## config.mk

```make
export PLATFORM = sky130hd
export DESIGN_NAME = param_wb_sched
export DESIGN_NICKNAME = d
export VERILOG_FILES = /design/src/rtl/param_wb_sched_pkg.sv /design/src/rtl/param_wb_sched_addr_gen.sv /design/src/rtl/param_wb_sched.sv
export SDC_FILE = /design/constraint.sdc
export NUM_CORES = 1
export LEC_CHECK = 0
export BUFFER_PORTS_ARGS = -buffer_cell sky130_fd_sc_hd__buf_2
export CAP_MARGIN = 10
export CORE_AREA = 2 2 87 89
export CTS_BUF_LIST = sky130_fd_sc_hd__clkbuf_8
export CTS_CLUSTER_SIZE = 12
export DETAILED_ROUTE_END_ITERATION = 8
export DIE_AREA = 0 0 89 91
export PLACE_DENSITY = 0.8
export SYNTH_ARGS = -nofsm -noshare
export SYNTH_HDL_FRONTEND = slang
export SYNTH_SLANG_ARGS = --single-unit
```

## constraint.sdc

```tcl
create_clock -name CLK -period 2.4 [get_ports CLK]
set_clock_uncertainty 0.2 [all_clocks]
set_input_delay 0.48 -clock CLK [delete_from_list [all_inputs] [get_ports CLK]]
set_output_delay 0.48 -clock CLK [all_outputs]
set_load 0.005 [all_outputs]
```

## src/rtl/param_wb_sched_pkg.sv

```systemverilog
// param_wb_sched_pkg -- shared definitions for the weight/bias parameter
// load scheduler.
//   `BIT_DATA / `BIT_PSUM : datapath word widths (overridable on the command line)
//   wb_state_e            : scheduler FSM states
//   RD_LAT                : cycles from read issue to emitted parameter word
//   BIAS_WORDS            : extra words fetched per column (1 when PARAM_WB_BIAS_EN)
//   idx_w()               : index width helper (never below 1 bit)
`ifndef BIT_DATA
`define BIT_DATA 16
`endif
`ifndef BIT_PSUM
`define BIT_PSUM 32
`endif

package param_wb_sched_pkg;

   typedef enum logic [1:0] {
      ST_IDLE  = 2'd0,
      ST_FETCH = 2'd1,
      ST_DRAIN = 2'd2,
      ST_DONE  = 2'd3
   } wb_state_e;

   // Issue in cycle T, buffer data in T+1, registered word out in T+2.
   localparam int unsigned RD_LAT = 2;

`ifdef PARAM_WB_BIAS_EN
   localparam int unsigned BIAS_WORDS = 1;
`else
   localparam int unsigned BIAS_WORDS = 0;
`endif

   function automatic int unsigned idx_w(input int unsigned n);
      return (n > 1) ? $clog2(n) : 1;
   endfunction

endpackage

```

## src/rtl/param_wb_sched_addr_gen.sv

```systemverilog
// param_wb_addr_gen -- column-major row/column/address counters for the
// parameter load scheduler.
//   i_Clk, i_Rstn : clock, asynchronous active-low reset
//   i_Clear       : synchronous restart at row 0 / column 0 / offset 0
//   i_Advance     : step to the next word (one read issued this cycle)
//   i_Base        : load base address; o_Addr = i_Base + words issued
//   o_Addr        : current read address, wraps modulo 2^ADDR_W
//   o_Col, o_Row  : current column / row index (row NUM_ROW is the bias word)
//   o_Last        : current word is the final word of the load
module param_wb_addr_gen
   import param_wb_sched_pkg::*;
#(
   parameter  int unsigned NUM_ROW = 16,
   parameter  int unsigned NUM_COL = 16,
   parameter  int unsigned ADDR_W  = 12,
   localparam int unsigned ROWS    = NUM_ROW + BIAS_WORDS,
   localparam int unsigned ROW_W   = idx_w(ROWS),
   localparam int unsigned COL_W   = idx_w(NUM_COL)
)(
   input  logic              i_Clk,
   input  logic              i_Rstn,
   input  logic              i_Clear,
   input  logic              i_Advance,
   input  logic [ADDR_W-1:0] i_Base,
   output logic [ADDR_W-1:0] o_Addr,
   output logic [COL_W-1:0]  o_Col,
   output logic [ROW_W-1:0]  o_Row,
   output logic              o_Last
);

   logic [ADDR_W-1:0] r_Count;
   logic [COL_W-1:0]  r_Col;
   logic [ROW_W-1:0]  r_Row;
   logic              w_Row_End;
   logic              w_Col_End;

   assign w_Row_End = (r_Row == ROW_W'(ROWS - 1));
   assign w_Col_End = (r_Col == COL_W'(NUM_COL - 1));

   always_ff @(posedge i_Clk or negedge i_Rstn) begin
      if (!i_Rstn) begin
         r_Count <= '0;
         r_Col   <= '0;
         r_Row   <= '0;
      end else if (i_Clear) begin
         r_Count <= '0;
         r_Col   <= '0;
         r_Row   <= '0;
      end else if (i_Advance) begin
         r_Count <= r_Count + ADDR_W'(1);
         if (w_Row_End) begin
            r_Row <= '0;
            r_Col <= w_Col_End ? '0 : r_Col + COL_W'(1);
         end else begin
            r_Row <= r_Row + ROW_W'(1);
         end
      end
   end

   assign o_Addr = i_Base + r_Count;
   assign o_Col  = r_Col;
   assign o_Row  = r_Row;
   assign o_Last = w_Row_End & w_Col_End;

endmodule

```

## src/rtl/param_wb_sched.sv

```systemverilog
// param_wb_sched -- fetches NUM_ROW x NUM_COL weight words (column-major)
// from a parameter buffer and streams them to the weight/bias cells with a
// one-hot column select. Optional macro PARAM_WB_BIAS_EN appends one bias
// word per column and adds the o_Bias_Flag output.
//   CLK, RSTn         : clock, asynchronous active-low reset
//   i_Start           : load request (IDLE only), samples i_Base_Addr
//   i_Clear           : synchronous abort, highest priority
//   i_Stall           : suppresses new reads; in-flight words still emerge
//   o_Rd_En/o_Rd_Addr : buffer read strobe/address; i_Rd_Data one cycle later
//   o_Param_WB        : parameter word, qualified by o_Valid_WB_Param
//   o_Col_Sel         : one-hot target column (zero when not valid)
//   o_Busy, o_Done    : not-IDLE flag, one-cycle completion pulse
//   o_Bias_Flag       : (PARAM_WB_BIAS_EN only) current word is a bias
`ifndef BIT_DATA
`define BIT_DATA 16
`endif

module param_wb_sched
   import param_wb_sched_pkg::*;
#(
   parameter int unsigned NUM_ROW = 16,
   parameter int unsigned NUM_COL = 16,
   parameter int unsigned ADDR_W  = 12
)(
   input  logic                 CLK,
   input  logic                 RSTn,
   input  logic                 i_Start,
   input  logic [ADDR_W-1:0]    i_Base_Addr,
   input  logic                 i_Clear,
   input  logic                 i_Stall,
   output logic                 o_Rd_En,
   output logic [ADDR_W-1:0]    o_Rd_Addr,
   input  logic [`BIT_DATA-1:0] i_Rd_Data,
   output logic [`BIT_DATA-1:0] o_Param_WB,
   output logic                 o_Valid_WB_Param,
   output logic [NUM_COL-1:0]   o_Col_Sel,
   output logic                 o_Busy,
   output logic                 o_Done
`ifdef PARAM_WB_BIAS_EN
  ,output logic                 o_Bias_Flag
`endif
);

   localparam int unsigned ROWS  = NUM_ROW + BIAS_WORDS;
   localparam int unsigned ROW_W = idx_w(ROWS);
   localparam int unsigned COL_W = idx_w(NUM_COL);
   localparam int unsigned PIPE  = RD_LAT - 1;   // sideband stages before data capture

   wb_state_e r_State, w_Next;

   logic [ADDR_W-1:0] r_Base;
   logic [ADDR_W-1:0] w_Addr;
   logic [COL_W-1:0]  w_Col;
   logic [ROW_W-1:0]  w_Row;
   logic              w_Last;
   logic              w_Issue;
   logic              w_Load;
   logic              w_Is_Bias;

   // Sideband travelling with each read until its data returns.
   logic              r_Pipe_V    [PIPE];
   logic [COL_W-1:0]  r_Pipe_Col  [PIPE];
   logic              r_Pipe_Last [PIPE];
   logic              r_Pipe_Bias [PIPE];

   logic                 r_Valid;
   logic [`BIT_DATA-1:0] r_Data;
   logic [NUM_COL-1:0]   r_Col_Sel;
   logic                 r_Last_Out;
   logic                 r_Bias;

   assign w_Issue = (r_State == ST_FETCH) && !i_Stall && !i_Clear;
   assign w_Load  = (r_State == ST_IDLE)  && i_Start && !i_Clear;

   param_wb_addr_gen #(
      .NUM_ROW (NUM_ROW),
      .NUM_COL (NUM_COL),
      .ADDR_W  (ADDR_W)
   ) u_addr_gen (
      .i_Clk     (CLK),
      .i_Rstn    (RSTn),
      .i_Clear   (i_Clear | w_Load),
      .i_Advance (w_Issue),
      .i_Base    (r_Base),
      .o_Addr    (w_Addr),
      .o_Col     (w_Col),
      .o_Row     (w_Row),
      .o_Last    (w_Last)
   );

`ifdef PARAM_WB_BIAS_EN
   assign w_Is_Bias   = (w_Row == ROW_W'(NUM_ROW));
   assign o_Bias_Flag = r_Bias;
`else
   // Row index and bias path only matter when bias words are fetched.
   logic w_unused_bias;
   assign w_Is_Bias     = 1'b0;
   assign w_unused_bias = r_Bias ^ (^w_Row);
`endif

   always_ff @(posedge CLK or negedge RSTn) begin
      if (!RSTn) begin
         r_Base <= '0;
      end else if (i_Clear) begin
         r_Base <= '0;
      end else if (w_Load) begin
         r_Base <= i_Base_Addr;
      end
   end

   always_ff @(posedge CLK or negedge RSTn) begin
      if (!RSTn) begin
         r_State <= ST_IDLE;
      end else begin
         r_State <= w_Next;
      end
   end

   always_comb begin
      w_Next    = r_State;
      o_Rd_En   = w_Issue;
      o_Rd_Addr = w_Issue ? w_Addr : '0;
      o_Busy    = (r_State != ST_IDLE);
      o_Done    = (r_State == ST_DONE);
      if (i_Clear) begin
         w_Next = ST_IDLE;
      end else begin
         unique case (r_State)
            ST_IDLE:  if (i_Start) w_Next = ST_FETCH;
            ST_FETCH: if (w_Issue && w_Last) w_Next = ST_DRAIN;
            ST_DRAIN: if (r_Last_Out) w_Next = ST_DONE;
            ST_DONE:  w_Next = ST_IDLE;
         endcase
      end
   end

   always_ff @(posedge CLK or negedge RSTn) begin
      if (!RSTn) begin
         for (int unsigned i = 0; i < PIPE; i++) begin
            r_Pipe_V[i]    <= 1'b0;
            r_Pipe_Col[i]  <= '0;
            r_Pipe_Last[i] <= 1'b0;
            r_Pipe_Bias[i] <= 1'b0;
         end
         r_Valid    <= 1'b0;
         r_Data     <= '0;
         r_Col_Sel  <= '0;
         r_Last_Out <= 1'b0;
         r_Bias     <= 1'b0;
      end else if (i_Clear) begin
         for (int unsigned i = 0; i < PIPE; i++) begin
            r_Pipe_V[i]    <= 1'b0;
            r_Pipe_Col[i]  <= '0;
            r_Pipe_Last[i] <= 1'b0;
            r_Pipe_Bias[i] <= 1'b0;
         end
         r_Valid    <= 1'b0;
         r_Data     <= '0;
         r_Col_Sel  <= '0;
         r_Last_Out <= 1'b0;
         r_Bias     <= 1'b0;
      end else begin
         r_Pipe_V[0]    <= w_Issue;
         r_Pipe_Col[0]  <= w_Issue ? w_Col : '0;
         r_Pipe_Last[0] <= w_Issue & w_Last;
         r_Pipe_Bias[0] <= w_Issue & w_Is_Bias;
         for (int unsigned i = 1; i < PIPE; i++) begin
            r_Pipe_V[i]    <= r_Pipe_V[i-1];
            r_Pipe_Col[i]  <= r_Pipe_Col[i-1];
            r_Pipe_Last[i] <= r_Pipe_Last[i-1];
            r_Pipe_Bias[i] <= r_Pipe_Bias[i-1];
         end
         // Buffer data is valid in the cycle after the read, i.e. when the
         // sideband reaches the last stage.
         r_Valid    <= r_Pipe_V[PIPE-1];
         r_Data     <= r_Pipe_V[PIPE-1] ? i_Rd_Data : '0;
         r_Col_Sel  <= r_Pipe_V[PIPE-1] ? (NUM_COL'(1) << r_Pipe_Col[PIPE-1]) : '0;
         r_Last_Out <= r_Pipe_Last[PIPE-1];
         r_Bias     <= r_Pipe_Bias[PIPE-1];
      end
   end

   assign o_Valid_WB_Param = r_Valid;
   assign o_Param_WB       = r_Data;
   assign o_Col_Sel        = r_Col_Sel;

endmodule

```

# [Word-level counts from Yosys, hierarchy flattened]
# Index checks and enable logic that the tools add are counted.
[totals] ff_bits=74 inputBits=33 output_inout_bits=48 word_cells=69
[op_classes] addsub=4 n_eq_ne=8 shifts=1 muxes=27 bitwise_logic=3 reduce_logical=14
[ops] cell="$mux W16" n=4
[ops] cell="$mux W12" n=5
[ops] cell="$mux W4" n=9
[ops] cell="$shl A1 B4 Y16 const A" n=1
[ops] cell="$add A12 B1 Y12 const B" n=1
[ops] cell="$add A12 B12 Y12" n=1
[ops] cell="$add A4 B1 Y4 const B" n=2
[ops] cell="$eq A4 B4 Y1 const B" n=2
[ops] cell="$mux W2" n=4
[ops] cell="$pmux W2 S4" n=1
[ops] cell="$reduce_bool A2 Y1" n=4
[ops] cell="$ne A3 B3 Y1 const B" n=2
[ops] cell="$logic_and A1 B1 Y1" n=5
[ops] cell="$eq A2 B2 Y1 const B" n=2
[ops] cell="$mux W1" n=4
[ops] cell="$ne A3 B2 Y1 const B" n=1
[ops] cell="$reduce_and A3 Y1" n=1
[ops] cell="$and A1 B1 Y1" n=2
[ops] cell="$eq A2 B1 Y1 const B" n=1
[ops] cell="$logic_not A1 Y1" n=2
[ops] cell="$logic_not A2 Y1" n=1
[ops] cell="$reduce_and A2 Y1" n=1
[ops] cell="$or A1 B1 Y1" n=1

# [Logic depth before layout (Yosys ltp)]
[logic_depth] ltp_word=7 mapped_depth=8 ltp_nobuf=7

# [Hierarchy]
# Synthesis repeated with hierarchy kept, for this count alone.
[hier_totals] cells_unflattened=333 area_unflattened_um2=3487.1
[by_module_without_submodules] mod="param_wb_sched" n_inst=1 cells_per_inst=176 area_per_inst_um2=2021.9 seq_area_each_um2=1351.3
[by_module_without_submodules] mod="param_wb_addr_gen" n_inst=1 cells_per_inst=157 area_per_inst_um2=1465.2 seq_area_each_um2=500.5

# [Worst setup path after synthesis]
# Ideal clock, no wire load.
[synth_timing] path_type="reg-to-output" start="register u_addr_gen.r_Count[0]" end="output o_Rd_Addr[10]" arrival_ns=1.932 t_required_ns=1.720 slack_ns=-0.212 stages_incl_launch_ff=8 n_path_buf=0 cell_sequence="dfrtp_1 ha_1 fa_1 a211oi_1 o21bai_1 a221oi_1 xor2_1 nor2_1"
[synth_via] elab_chain_cells=2
[synth_lines] element="start, declared" line="param_wb_sched_addr_gen.sv:31" source="logic [ADDR_W-1:0] r_Count;"
[synth_lines] element="start signal, assigned" line="param_wb_sched_addr_gen.sv:50" source="r_Count <= r_Count + ADDR_W'(1);"
[synth_lines] element="$add A12 B12 Y12" line="param_wb_sched_addr_gen.sv:60" source="assign o_Addr = i_Base + r_Count;"
[synth_lines] element="$mux W12" line="param_wb_sched.sv:122" source="o_Rd_Addr = w_Issue ? w_Addr : '0;"
[synth_lines] element="end, declared" line="param_wb_sched.sv:32" source="output logic [ADDR_W-1:0] o_Rd_Addr,"
# No other way between the ends.

# [Worst setup path in the final report]
[layout_timing] start="register r_Base[0]" end="output o_Rd_Addr[10]"
[layout_via] elab_chain_cells=2
[layout_lines] element="start, declared" line="param_wb_sched.sv:51" source="logic [ADDR_W-1:0] r_Base;"
[layout_lines] element="start signal, assigned" line="param_wb_sched.sv:107" source="r_Base <= i_Base_Addr;"
[layout_lines] element="$add A12 B12 Y12" line="param_wb_sched_addr_gen.sv:60"
[layout_lines] element="$mux W12" line="param_wb_sched.sv:122"
# No other way between the ends.

==> run summary <==
PwrDens -> 680 nW/µm²
Routed Antenna Nets -> 0
synthesis-to-layout area growth -> 36.2%
RSZ-0062 raised after global routing -> true
FFs w/ async S/R, synth -> 100%
failing checks -> setup timing
Post-DP HPWL -> 5420 µm
max_cap viols -> 0
Routed WL per cell -> 15.1 µm
post-synthesis sequential area ratio -> 53.6%
initial antenna violation count -> 0
CP Capture Type -> output port
Setup violations, final -> 13
Unique masters post-synth -> 39
Post-Syn Area -> 3460 µm²
critical path's slowest cell -> dfrtp_1
Critical Path Source Type -> register
CTS tree -> built
Die ar. -> 8100 µm²
Avg Cell Area, Syn -> 10.2 µm²
DRT Wirelength -> 8570 µm
WP data required -> 1.72 ns
Clock Path Buffers -> 2
H-tree levels -> 3
kind of critical path -> reg2out
die height -> 91 µm
kind of cell adding the most delay to the critical path -> compound AO/OA/AOI/OAI gates
Synth Register Bits -> 74
# diodes -> 0
# clock sinks -> 74
area of the multi-input gates -> 1690 µm²
status -> complete, but fails checks
register area -> 1850 µm²
# port buffers -> 80
Worst R2R Start -> r_State[1]$_DFFE_PN0P_
clock latency at the later pin of the worst-skew pair -> 0.37 ns
largest net degree at the start of global routing -> 75
Final Power -> 0.00320 W
worst hold path class -> in2reg
DP Area -> 4180 µm²
fin nets -> 518
CP Depth -> 8
Peak Freq -> 333 MHz
CP Cell Sequence -> ha_2, fa_2, a211oi_4, o21bai_4, a221oi_2, xor2_1, nor2_1, buf_2
DRC -> 0
Worst path max stage delay -> 0.40 ns
worst path bufs/invs -> 1
vias in the first global route -> 2853
Worst Tran Pin Value -> 0.485 ns
first-pass GRT wire length -> 13300 µm
fin. max-slew vios -> 0
Yosys Warn Count -> 0
gpl congestion -> 0.902
EDFF count, synth -> 0
Synth Flop Type -> dfrtp_1
Worst Setup EP -> o_Rd_Addr[10]
syn_nets -> 391
Final Critical Period -> 3.00 ns
share of cells above drive strength 1 -> 37.4%
initial drt markers -> 176
drt pass-1 iters -> 4
Core ar. -> 7140 µm²
register-to-register setup slack -> 0.16 ns
clock-pin slew on the worst setup and hold paths -> 0.10 ns
CP Max Fanout -> 3
leakage power -> 2.42 nW
Initial Utilization -> 48.4%
Slew Limit Headroom -> 67.7%
final hold violations -> 0
Finished Cell Area -> 4710 µm²
Via-to-Cell Ratio -> 5.20
via count -> 2959
Die X -> 89 µm
cell count after synthesis -> 338
Worst Setup SP -> r_Base[0]$_DFFE_PN0N_
VDD IR max -> 338 µV
clock root buffer -> clkbuf_8
Critical Path AT -> 2.32 ns
r2r worst-path depth -> 11
CTS buffer count -> 9
Ports -> 81
standard-cell rows -> 31
Tcrit/Tclk final -> 125%
Tot GR Track Use -> 21.2%
fillcell total -> 545
total congestion overflow -> 0
reg-to-reg endpoint -> u_addr_gen.r_Count[5]$_DFFE_PN0P_
setup ws final -> -0.601 ns
## worst reg2reg max path, delay by kind of cell (launching register included)
family	cells	cell delay, ns
buffers and inverters	6	0.62
adder cells (fa/ha/maj)	1	0.14
XOR/XNOR	1	0.17
flip-flops	1	0.41
AND/OR/NAND/NOR	3	0.59
## synth_stat cells, types with 3 or more instances
cell,number,area share (%)
o21ai_0,10,1.4
ha_1,19,6.9
nor2_1,39,4.2
inv_1,7,0.76
clkbuf_1,8,0.87
xor2_1,19,4.8
a21oi_1,24,3.5
and2_1,24,4.3
dfrtp_1,74,54
nand3_1,6,0.87
nor3_1,8,1.2
nand4_1,5,0.91
nand3b_1,3,0.65
nand2_1,46,5.0
nor2b_1,3,0.54
o21bai_1,3,0.65
and3_1,3,0.54
a211oi_1,6,1.3
nand2b_1,4,0.72
## cell usage in the layout, fill, tap and decap left out, types with 3 or more instances in the layout
cell type / n
inv_1: 5
dfrtp_1: 73
buf_4: 41
buf_2: 77
nor3_1: 6
buf_6: 7
nor2_1: 38
nand4_1: 5
o21ai_1: 3
o21ai_0: 5
a21oi_2: 3
a211oi_2: 3
and3_1: 3
and2_4: 3
nand2_1: 46
nand2b_1: 4
nand3_1: 6
clkbuf_8: 9
ha_1: 16
nor2b_1: 3
nand3b_1: 3
a21oi_1: 21
and2_1: 21
xor2_1: 19
inv_6: 4
## per-layer routing
layer  up-vias  track usage, %  share of wire (%)
met3        14            6.27                4.8
met5         -               0                  0
met1      1459            25.7                 41
li1       1394               -                  -
met2        92            35.6                 52
met4         0            7.21                2.1
## per-stage QoR
stage / hold slack [ns] / setup WS (ns) / setup TNS (ns) / utilization (%) / std cells
global route: 0.106 / -0.717 / -5.90 / 66.0 / 569
detailed placement: 0.273 / -0.219 / -0.913 / 58.5 / 534
floorplan: -0.0156 / -0.0524 / -0.105 / - / 338
finish: 0.108 / -0.601 / -4.77 / 66.0 / 569
CTS: 0.102 / -0.578 / -3.69 / 64.4 / 559
global placement: 0.247 / -0.159 / -0.611 / 58.5 / 534
## state kept, by name, indices dropped and copies added (netlist names)
register            count
r_Pipe_Col              4
r_Base                 12
u_addr_gen.r_Count     12
o_Col_Sel              16
o_Valid_WB_Param        1
r_Pipe_V                1
r_Last_Out              1
u_addr_gen.o_Row        4
r_State                 2
u_addr_gen.o_Col        4
r_Pipe_Last             1
o_Param_WB             16
## what timing repair did
action	4_1_cts	5_1_grt
endpoints found under the setup margin	13	13
gates cloned	0	0
hold buffers	1	0
pin swaps	12	11
hold endpoints to repair	74	0
gates resized for setup	31	12
buffers inserted	8	12
## area by class of cell
class                      instances  area share, %
clock inverter                     7           1.75
inverter                           7          0.611
timing repair buffer             127           17.0
multi-input combinational        246           36.0
sequential                        74           39.4
clock buffer                       9           2.63
tap                               99           2.63
## how the worst min path moves through the flow
stage,depth (start not counted),start,slack [ns],to
floorplan,0,RSTn,-0.02,o_Col_Sel[0]$_DFF_PN0_
global placement,1,r_Pipe_Last$_DFF_PN0_,0.25,r_Last_Out$_DFF_PN0_
detailed placement,1,r_Pipe_Last$_DFF_PN0_,0.27,r_Last_Out$_DFF_PN0_
CTS,2,i_Rd_Data[12],0.10,o_Param_WB[12]$_DFF_PN0_
global route,2,i_Rd_Data[12],0.11,o_Param_WB[12]$_DFF_PN0_
finish,2,i_Rd_Data[12],0.11,o_Param_WB[12]$_DFF_PN0_
## power by group
group | total, W | internal [W] | switching (W)
Clock | 0.00103 | 0.000498 | 0.000527
Sequential | 0.00137 | 0.00132 | 0.0000527
Combinational | 0.000808 | 0.000370 | 0.000438
Total | 0.00320 | 0.00218 | 0.00102
## cells by family (layout without fill, tap and decap cells)
group / Yosys count / after routing / share of synthesized area [%]
DFF: 74 / 74 / 53.6
adders and majority gates: 20 / 20 / 7.46
AOI/OAI and AO/OA: 55 / 55 / 10.2
buffers and inverters: 18 / 150 / 2.24
and+or+nand+nor: 149 / 149 / 20.9
xor gates and xnor gates: 21 / 21 / 5.32
muxes: 1 / 1 / 0.290
No activity file was read; power rests on OpenSTA's default activity.
